===== config.mk =====
export PLATFORM = sky130hd
export DESIGN_NAME = adder_pipe
export DESIGN_NICKNAME = d
export VERILOG_FILES = /design/src/rtl/adder_pipe.sv
export SDC_FILE = /design/constraint.sdc
export NUM_CORES = 1
export LEC_CHECK = 0
export ABC_AREA = 1
export CORE_AREA = 2 2 100 102
export DETAILED_ROUTE_END_ITERATION = 10
export DIE_AREA = 0 0 102 104
export PLACE_DENSITY = 0.71
export SYNTH_ARGS = -nofsm -noshare
export SYNTH_HDL_FRONTEND = slang
export SYNTH_SLANG_ARGS = --single-unit

===== constraint.sdc =====
create_clock -name clk_in -period 4.6 [get_ports clk_in]
set_clock_uncertainty 0.15 [all_clocks]
set_input_delay 0.92 -clock clk_in [delete_from_list [all_inputs] [get_ports clk_in]]
set_output_delay 0.92 -clock clk_in [all_outputs]
set_load 0.02 [all_outputs]

===== src/rtl/adder_pipe.sv =====
// ============================================================================
//  Module   : adder_pipe
//  Brief    : Pipelined add/subtract unit, one carry-chain chunk per stage,
//             wrap or signed-saturating modes, valid/ready on both sides.
//  Revision : 1.0 - initial release
// ============================================================================
`default_nettype none

module adder_pipe #(
  parameter int DATA_WIDTH  = 16,
  parameter int CHUNK_WIDTH = 4
) (
  input  logic                  clk_in,
  input  logic                  rst_in,
  input  logic [DATA_WIDTH-1:0] data_a_in,
  input  logic [DATA_WIDTH-1:0] data_b_in,
  input  logic [1:0]            op_in,
  input  logic                  valid_in,
  output logic                  ready_out,
  output logic [DATA_WIDTH-1:0] data_out,
  output logic                  carry_out,
  output logic                  overflow_out,
  output logic                  valid_out,
  input  logic                  ready_in
);

  localparam int STAGES = DATA_WIDTH / CHUNK_WIDTH;
  localparam int MSB    = DATA_WIDTH - 1;

  localparam logic [DATA_WIDTH-1:0] c_sat_pos = {1'b0, {(DATA_WIDTH-1){1'b1}}};
  localparam logic [DATA_WIDTH-1:0] c_sat_neg = {1'b1, {(DATA_WIDTH-1){1'b0}}};

  // Per-stage state: operands (B already conditioned for sub), partial sum,
  // carry into the next chunk and the saturate-mode bit.
  logic [STAGES-1:0]     r_valid;
  logic [STAGES-1:0]     r_carry;
  logic [STAGES-1:0]     r_sat;
  logic [DATA_WIDTH-1:0] r_a   [STAGES];
  logic [DATA_WIDTH-1:0] r_b   [STAGES];
  logic [DATA_WIDTH-1:0] r_sum [STAGES];

  logic [STAGES-1:0]     w_free;
  logic [STAGES-1:0]     w_valid_src;
  logic [STAGES-1:0]     w_cin;
  logic [STAGES-1:0]     w_sat_src;
  logic [STAGES-1:0]     w_carry_nxt;
  logic [DATA_WIDTH-1:0] w_a_src   [STAGES];
  logic [DATA_WIDTH-1:0] w_b_src   [STAGES];
  logic [DATA_WIDTH-1:0] w_sum_src [STAGES];
  logic [DATA_WIDTH-1:0] w_sum_nxt [STAGES];
  logic [CHUNK_WIDTH:0]  w_chunk   [STAGES];

  logic [DATA_WIDTH-1:0] w_last_sum;
  logic                  w_a_msb;
  logic                  w_b_msb;
  logic                  w_ovf;

  // A stage can take a new entry when it is empty or its occupant moves on.
  always_comb begin
    w_free[STAGES-1] = !r_valid[STAGES-1] || ready_in;
    for (int k = STAGES - 2; k >= 0; k--) begin
      w_free[k] = !r_valid[k] || w_free[k+1];
    end
  end

  assign ready_out = w_free[0];

  // Stage sources: stage 0 from the ports, later stages from the previous register.
  always_comb begin
    w_valid_src[0] = valid_in;
    w_a_src[0]     = data_a_in;
    w_b_src[0]     = op_in[0] ? ~data_b_in : data_b_in;
    w_sum_src[0]   = '0;
    w_cin[0]       = op_in[0];
    w_sat_src[0]   = op_in[1];
    for (int k = 1; k < STAGES; k++) begin
      w_valid_src[k] = r_valid[k-1];
      w_a_src[k]     = r_a[k-1];
      w_b_src[k]     = r_b[k-1];
      w_sum_src[k]   = r_sum[k-1];
      w_cin[k]       = r_carry[k-1];
      w_sat_src[k]   = r_sat[k-1];
    end
  end

  // One chunk of the carry chain per stage.
  always_comb begin
    for (int k = 0; k < STAGES; k++) begin
      w_chunk[k] = {1'b0, w_a_src[k][k*CHUNK_WIDTH +: CHUNK_WIDTH]}
                 + {1'b0, w_b_src[k][k*CHUNK_WIDTH +: CHUNK_WIDTH]}
                 + {{CHUNK_WIDTH{1'b0}}, w_cin[k]};
      w_sum_nxt[k] = w_sum_src[k];
      w_sum_nxt[k][k*CHUNK_WIDTH +: CHUNK_WIDTH] = w_chunk[k][CHUNK_WIDTH-1:0];
      w_carry_nxt[k] = w_chunk[k][CHUNK_WIDTH];
    end
  end

  always_ff @(posedge clk_in or posedge rst_in) begin
    if (rst_in) begin
      r_valid <= '0;
      r_carry <= '0;
      r_sat   <= '0;
      for (int k = 0; k < STAGES; k++) begin
        r_a[k]   <= '0;
        r_b[k]   <= '0;
        r_sum[k] <= '0;
      end
    end else begin
      for (int k = 0; k < STAGES; k++) begin
        if (w_free[k]) begin
          r_valid[k] <= w_valid_src[k];
          // Payload only moves with a real entry so a stalled output never twitches.
          if (w_valid_src[k]) begin
            r_a[k]     <= w_a_src[k];
            r_b[k]     <= w_b_src[k];
            r_sum[k]   <= w_sum_nxt[k];
            r_carry[k] <= w_carry_nxt[k];
            r_sat[k]   <= w_sat_src[k];
          end
        end
      end
    end
  end

  // Flags from the full unsaturated sum; saturation only substitutes the data.
  assign w_last_sum = r_sum[STAGES-1];
  assign w_a_msb    = r_a[STAGES-1][MSB];
  assign w_b_msb    = r_b[STAGES-1][MSB];
  assign w_ovf      = (w_a_msb == w_b_msb) && (w_last_sum[MSB] != w_a_msb);

  always_comb begin
    data_out = w_last_sum;
    if (r_sat[STAGES-1] && w_ovf) begin
      data_out = w_a_msb ? c_sat_neg : c_sat_pos;
    end
  end

  assign carry_out    = r_carry[STAGES-1];
  assign overflow_out = w_ovf;
  assign valid_out    = r_valid[STAGES-1];

endmodule

`default_nettype wire


==> Yosys cells after proc, flatten, opt, wreduce, memory -nomap -nowiden <==
Index checks and enable logic that the tools add are counted.
{ "totals": {"mem_count": 0, "in_bits": 38, "register_bits": 180, "latchBits": 0, "rom_bits": 0, "output_inout_bits": 20, "elab_cells": 52, "mem_bits_rw": 0} }
{ "classes": {"n_eq_ne": 2, "shift": 0, "bitwise": 1, "multipliers": 0, "order_cmp": 0, "n_mux": 3, "n_div": 0, "addsub": 8, "reduce_logical": 14} }
{ "op_table": {"columns": ["operator", "n"], "rows": [
  ["$mux 16", 3],
  ["$add 4x4->5", 4],
  ["$add 5x1->5", 4],
  ["$not 16->16", 1],
  ["$reduce_and 2->1", 4],
  ["$logic_not 1->1", 4],
  ["$logic_or 1x1->1", 4],
  ["$logic_and 1x1->1", 2],
  ["$eq 1x1->1", 1],
  ["$ne 1x1->1", 1]
]} }

==> Logic depth before layout (Yosys ltp) <==
{ "logic_depth": {"ltp_word": 6, "depth_mapped": 11, "ltp_nobuf": 9} }

==> Worst setup path before layout <==
Ideal clock, no wire load.
{ "synth_timing": {"path_kind": "input port to flip-flop", "from": "in op_in[0]", "to": "reg r_carry[0]", "t_arrival_ns": 2.187, "n_path_buf": 2, "setup_ns": 0.126, "setup_slack_ns": 2.137, "required_time_ns": 4.324, "stages": 8, "path_cell_list": "buf_2 > buf_4 > xor2_1 > fa_1 > a21oi_1 > nor2_1 > nor2_1 > o21ai_0"} }
{ "synth_via": {"elab_chain_len": 3} }
{ "synth_lines": {"columns": ["item", "line", "source"], "rows": [
  ["start: declaration", "17", "input logic [1:0] op_in,"],
  ["$mux 16", "72", "w_b_src[0] = op_in[0] ? ~data_b_in : data_b_in;"],
  ["$add 4x4->5", "90", "+ {1'b0, w_b_src[k][k*CHUNK_WIDTH +: CHUNK_WIDTH]}"],
  ["$add 5x1->5 (*)", "91", "+ {{CHUNK_WIDTH{1'b0}}, w_cin[k]};"],
  ["end signal: indexed assignment", "117", "r_carry[k] <= w_carry_nxt[k];"],
  ["end: declaration", "36", "logic [STAGES-1:0] r_carry;"]
]} }
Mark *: on every way between the ends. The rest lies on a longest branch, timed or not.
A chain may end at the register's enable or synchronous reset.

==> Worst setup path after layout <==
{ "layout_timing": {"from": "reg r_a[15] (netlist bit)", "to": "out data_out[15]"} }
{ "layout_via": {"elab_chain_len": 4, "word_cells_on_any_way": 6, "classes_between": "eq/ne: 2; mux: 2; reduce/logical: 2"} }
{ "layout_lines": {"columns": ["item", "line", "source"], "rows": [
  ["start: declaration", "38", "logic [DATA_WIDTH-1:0] r_a [STAGES];"],
  ["start signal: indexed assignment", "114", "r_a[k] <= w_a_src[k];"],
  ["$eq 1x1->1 / $ne 1x1->1 (equally long branches)", "129", "assign w_ovf = (w_a_msb == w_b_msb) && (w_last_sum[MSB] != w_a_msb);"],
  ["$logic_and 1x1->1", "129", null],
  ["$logic_and 1x1->1", "133", "if (r_sat[STAGES-1] && w_ovf) begin"],
  ["$mux 16 (*)", "133", null],
  ["end: declaration", "20", "output logic [DATA_WIDTH-1:0] data_out,"]
]} }
Marks and branches as above.

==> reports/results.ini <==
[hold_path]
hold_end = w_last_sum[13]
min_path_cells = 2
min_from = w_last_sum[13]
hp-class = flop to flop

[placement]
place.gp.congestion = 0.782
dpl_worst_slack_ns = 1.21
dp_cells = 689
io_buffer_count = 57
dpl_cell_area_um2 = 5260
dp_hpwl_um = 5810

[detailed_routing]
wl_um = 8040
drc = 0
ant_nets = 0
drtIter0Drc = 150
avgRoutedWirePerCell_um = 11.4
drt-pass1-iter-count = 4
vias_per_cell = 4.66
vias = 3283

[cells_and_area]
drive_gt1_share_pct = 4.90
areaGrowthSynthToFinish_pct = 18.3
antenna-diode-count = 0
finalNonFillerCells = 705
fin_area_um2 = 5450
seqCellArea_um2 = 2550
nFillCells = 909
fin_util_pct = 57.1
multiInputGateArea_um2 = 1790
final_nets = 624

[cts]
clk_path_buf_depth = 2
cts_inserted_buffers = 9
insertion_delay_ns = 0.37
cts_sinks = 102
postCtsHoldBufs = 0
cts-htree-levels = 3
tritoncts = built
cts.root.buffer_cell = clkbuf_8
cts_post_setup_buffers_inserted = 0
clk_pin_slew_ns = 0.09
cts_resized = 0

[global_route]
grt_pass1_vias = 3183
antenna_found_initial = 0
grt_first_pass_wirelength_um = 14400
grt_max_degree = 51
grt_overflow = 0
grt_usage_pct = 16.8

[worst_setup_path]
crit_buf_inv = 2
cpPeakStageDelay_ns = 0.63
r2r-start = r_carry[0]
path_class = flop to primary output
required_ns = 3.53
crit_chain = inv_1, o21ai_0, nand3_1, o21ai_0, clkdlybuf4s50_1
reg2reg_slack_ns = 2.58
worstPathArrival_ns = 2.35
r2r-end = r_carry[1]
cp-start-kind = flop
crit_path_max_fanout = 17
slowest_stage = clkdlybuf4s50_1
rr_worst_depth = 6
crit_top_cell = o21ai_0
worst_path_dominant_cell_family = buffers and inverters
cp-end-kind = primary output

[power_and_ir_drop]
p_total_mw = 2.97
peakVddDrop_mv = 0.221
cellPowerDensity_nw_per_um2 = 544
p_leak_nw = 2.71

[timing]
post-route-min-period_ns = 3.42
slew_headroom_pct = 38.8
tns_ns = 0
fmax_ghz = 0.292
holdWs_ns = 0.325
finalWorstSetupSlack_ns = 1.18
tightest_slew_ns = 0.915
final.period_utilization_pct = 74.4
grt_setup_unrepaired = false
setup_violations = 0
drv_slew = 0
hold_viol_final = 0

[yosys]
syn_area_per_cell_um2 = 8.94
synth_edf_count = 0
yosys_warnings = 0
synth_top_area_cell = dfrtp_1
synth_ff_type = dfrtp_1
synth.top_cell.area_share_pct = 55.3
synth.area.top_cells = dfrtp_1 (55%), nand2_1 (17%), o21ai_0 (7.3%)
synthArstFlopShare_pct = 100
ys_ff_latch = 102
synth_seq_area_share_pct = 55.3
netlist_instances = 516
ys_types = 24
netlist_area_um2 = 4610
syn_nets = 573

[floorplanning]
ios = 58
start_util_pct = 48.3
core_region_area_um2 = 9550
rows = 36
die_area_um2 = 10600
fp.dieH_um = 104
dieWidth_um = 102

[flow_run]
cap_violations = 0

[run_status]
status = complete, no violations

## cells in the mapped netlist (2+ instances only)
master      n
nand4_1     2
nand2_2     3
dfrtp_1   102
inv_1      38
o21ai_0    67
ha_1       12
nor2_2      2
xor2_1      3
nor2_1      8
buf_2      14
nand3b_1    3
a21oi_1     9
xnor2_1    16
fa_1        7
nand3_1    11
inv_2       2
nand2_1   207
buf_4       4
## cell usage in the layout (no fill, tap or decap)
cell type,synthesis,routed
a21o_1,1,1
nand3_2,1,1
and2_1,1,1
nor2_1,8,8
nand2_2,3,3
ha_1,12,12
o21ai_1,1,1
dfrtp_1,102,102
buf_4,4,3
xor2_1,3,3
a21oi_1,9,9
nand3b_1,3,3
nor2_2,2,2
inv_4,0,1
inv_1,38,37
xnor2_1,16,16
fa_1,7,7
o21ai_0,67,67
inv_2,2,2
nand4_1,2,2
clkdlybuf4s50_1,0,57
nand2_1,207,207
clkinvlp_4,0,4
clkbuf_8,0,12
nand3_1,11,11
## cell type report
class | instances | area share [%]
Tap cell | 133 | 3.05
Clock buffer | 12 | 3.03
Timing Repair Buffer | 60 | 10.9
Multi-Input combinational cell | 354 | 32.9
Clock inverter | 4 | 0.551
Inverter | 40 | 2.80
Sequential cell | 102 | 46.8
## registers in the layout, summed over array words and instances, names as in the netlist
register / cells
r_valid: 4
r_carry: 4
r_sat: 4
r_b: 25
r_sum: 24
w_last_sum: 16
r_a: 25
## power breakdown
| part | switching, mW | total [mW] | internal, mW |
|---|---|---|---|
| clock network | 0.296 | 0.537 | 0.241 |
| registers | 0.160 | 1.34 | 1.18 |
| logic | 0.615 | 1.10 | 0.482 |
| total | 1.07 | 2.97 | 1.90 |
## worst max-delay path by stage
stage / from / endpoint / slack (ns) / depth (start not counted)
after global placement: ready_in / ready_out / 1.26 / 4
after detailed placement: op_in[0] / r_carry[0] / 1.21 / 7
final: r_a[15] / data_out[15] / 1.18 / 5
after floorplan: rst_in / r_a[15] / 0.85 / 1
after global routing: r_a[15] / data_out[15] / 0.90 / 5
after CTS: r_a[15] / data_out[15] / 1.11 / 5
## logic make-up after synthesis
group	after synthesis	share of synthesized area (%)
xor+xnor	19	3.61
buf+inv	60	5.75
compound gates	78	8.52
simple gates	238	20.5
flops	102	55.3
fa+ha+maj	19	6.29
## worst reg2reg max path: cells and delay by family (launching register included)
family | cells | cell delay, ns
adders and majority gates | 2 | 0.91
DFF | 1 | 0.43
AOI/OAI and AO/OA | 2 | 0.29
and+or+nand+nor | 2 | 0.13
## layer usage
layer	vias to the layer above	global-route usage [%]	wire length [um]
met1	1497	23.6	3910
met3	12	2.55	260
met2	56	26.5	3740
met5	-	0	0
met4	0	6.29	132
li1	1718	-	-
No activity file was read; power rests on OpenSTA's default activity.
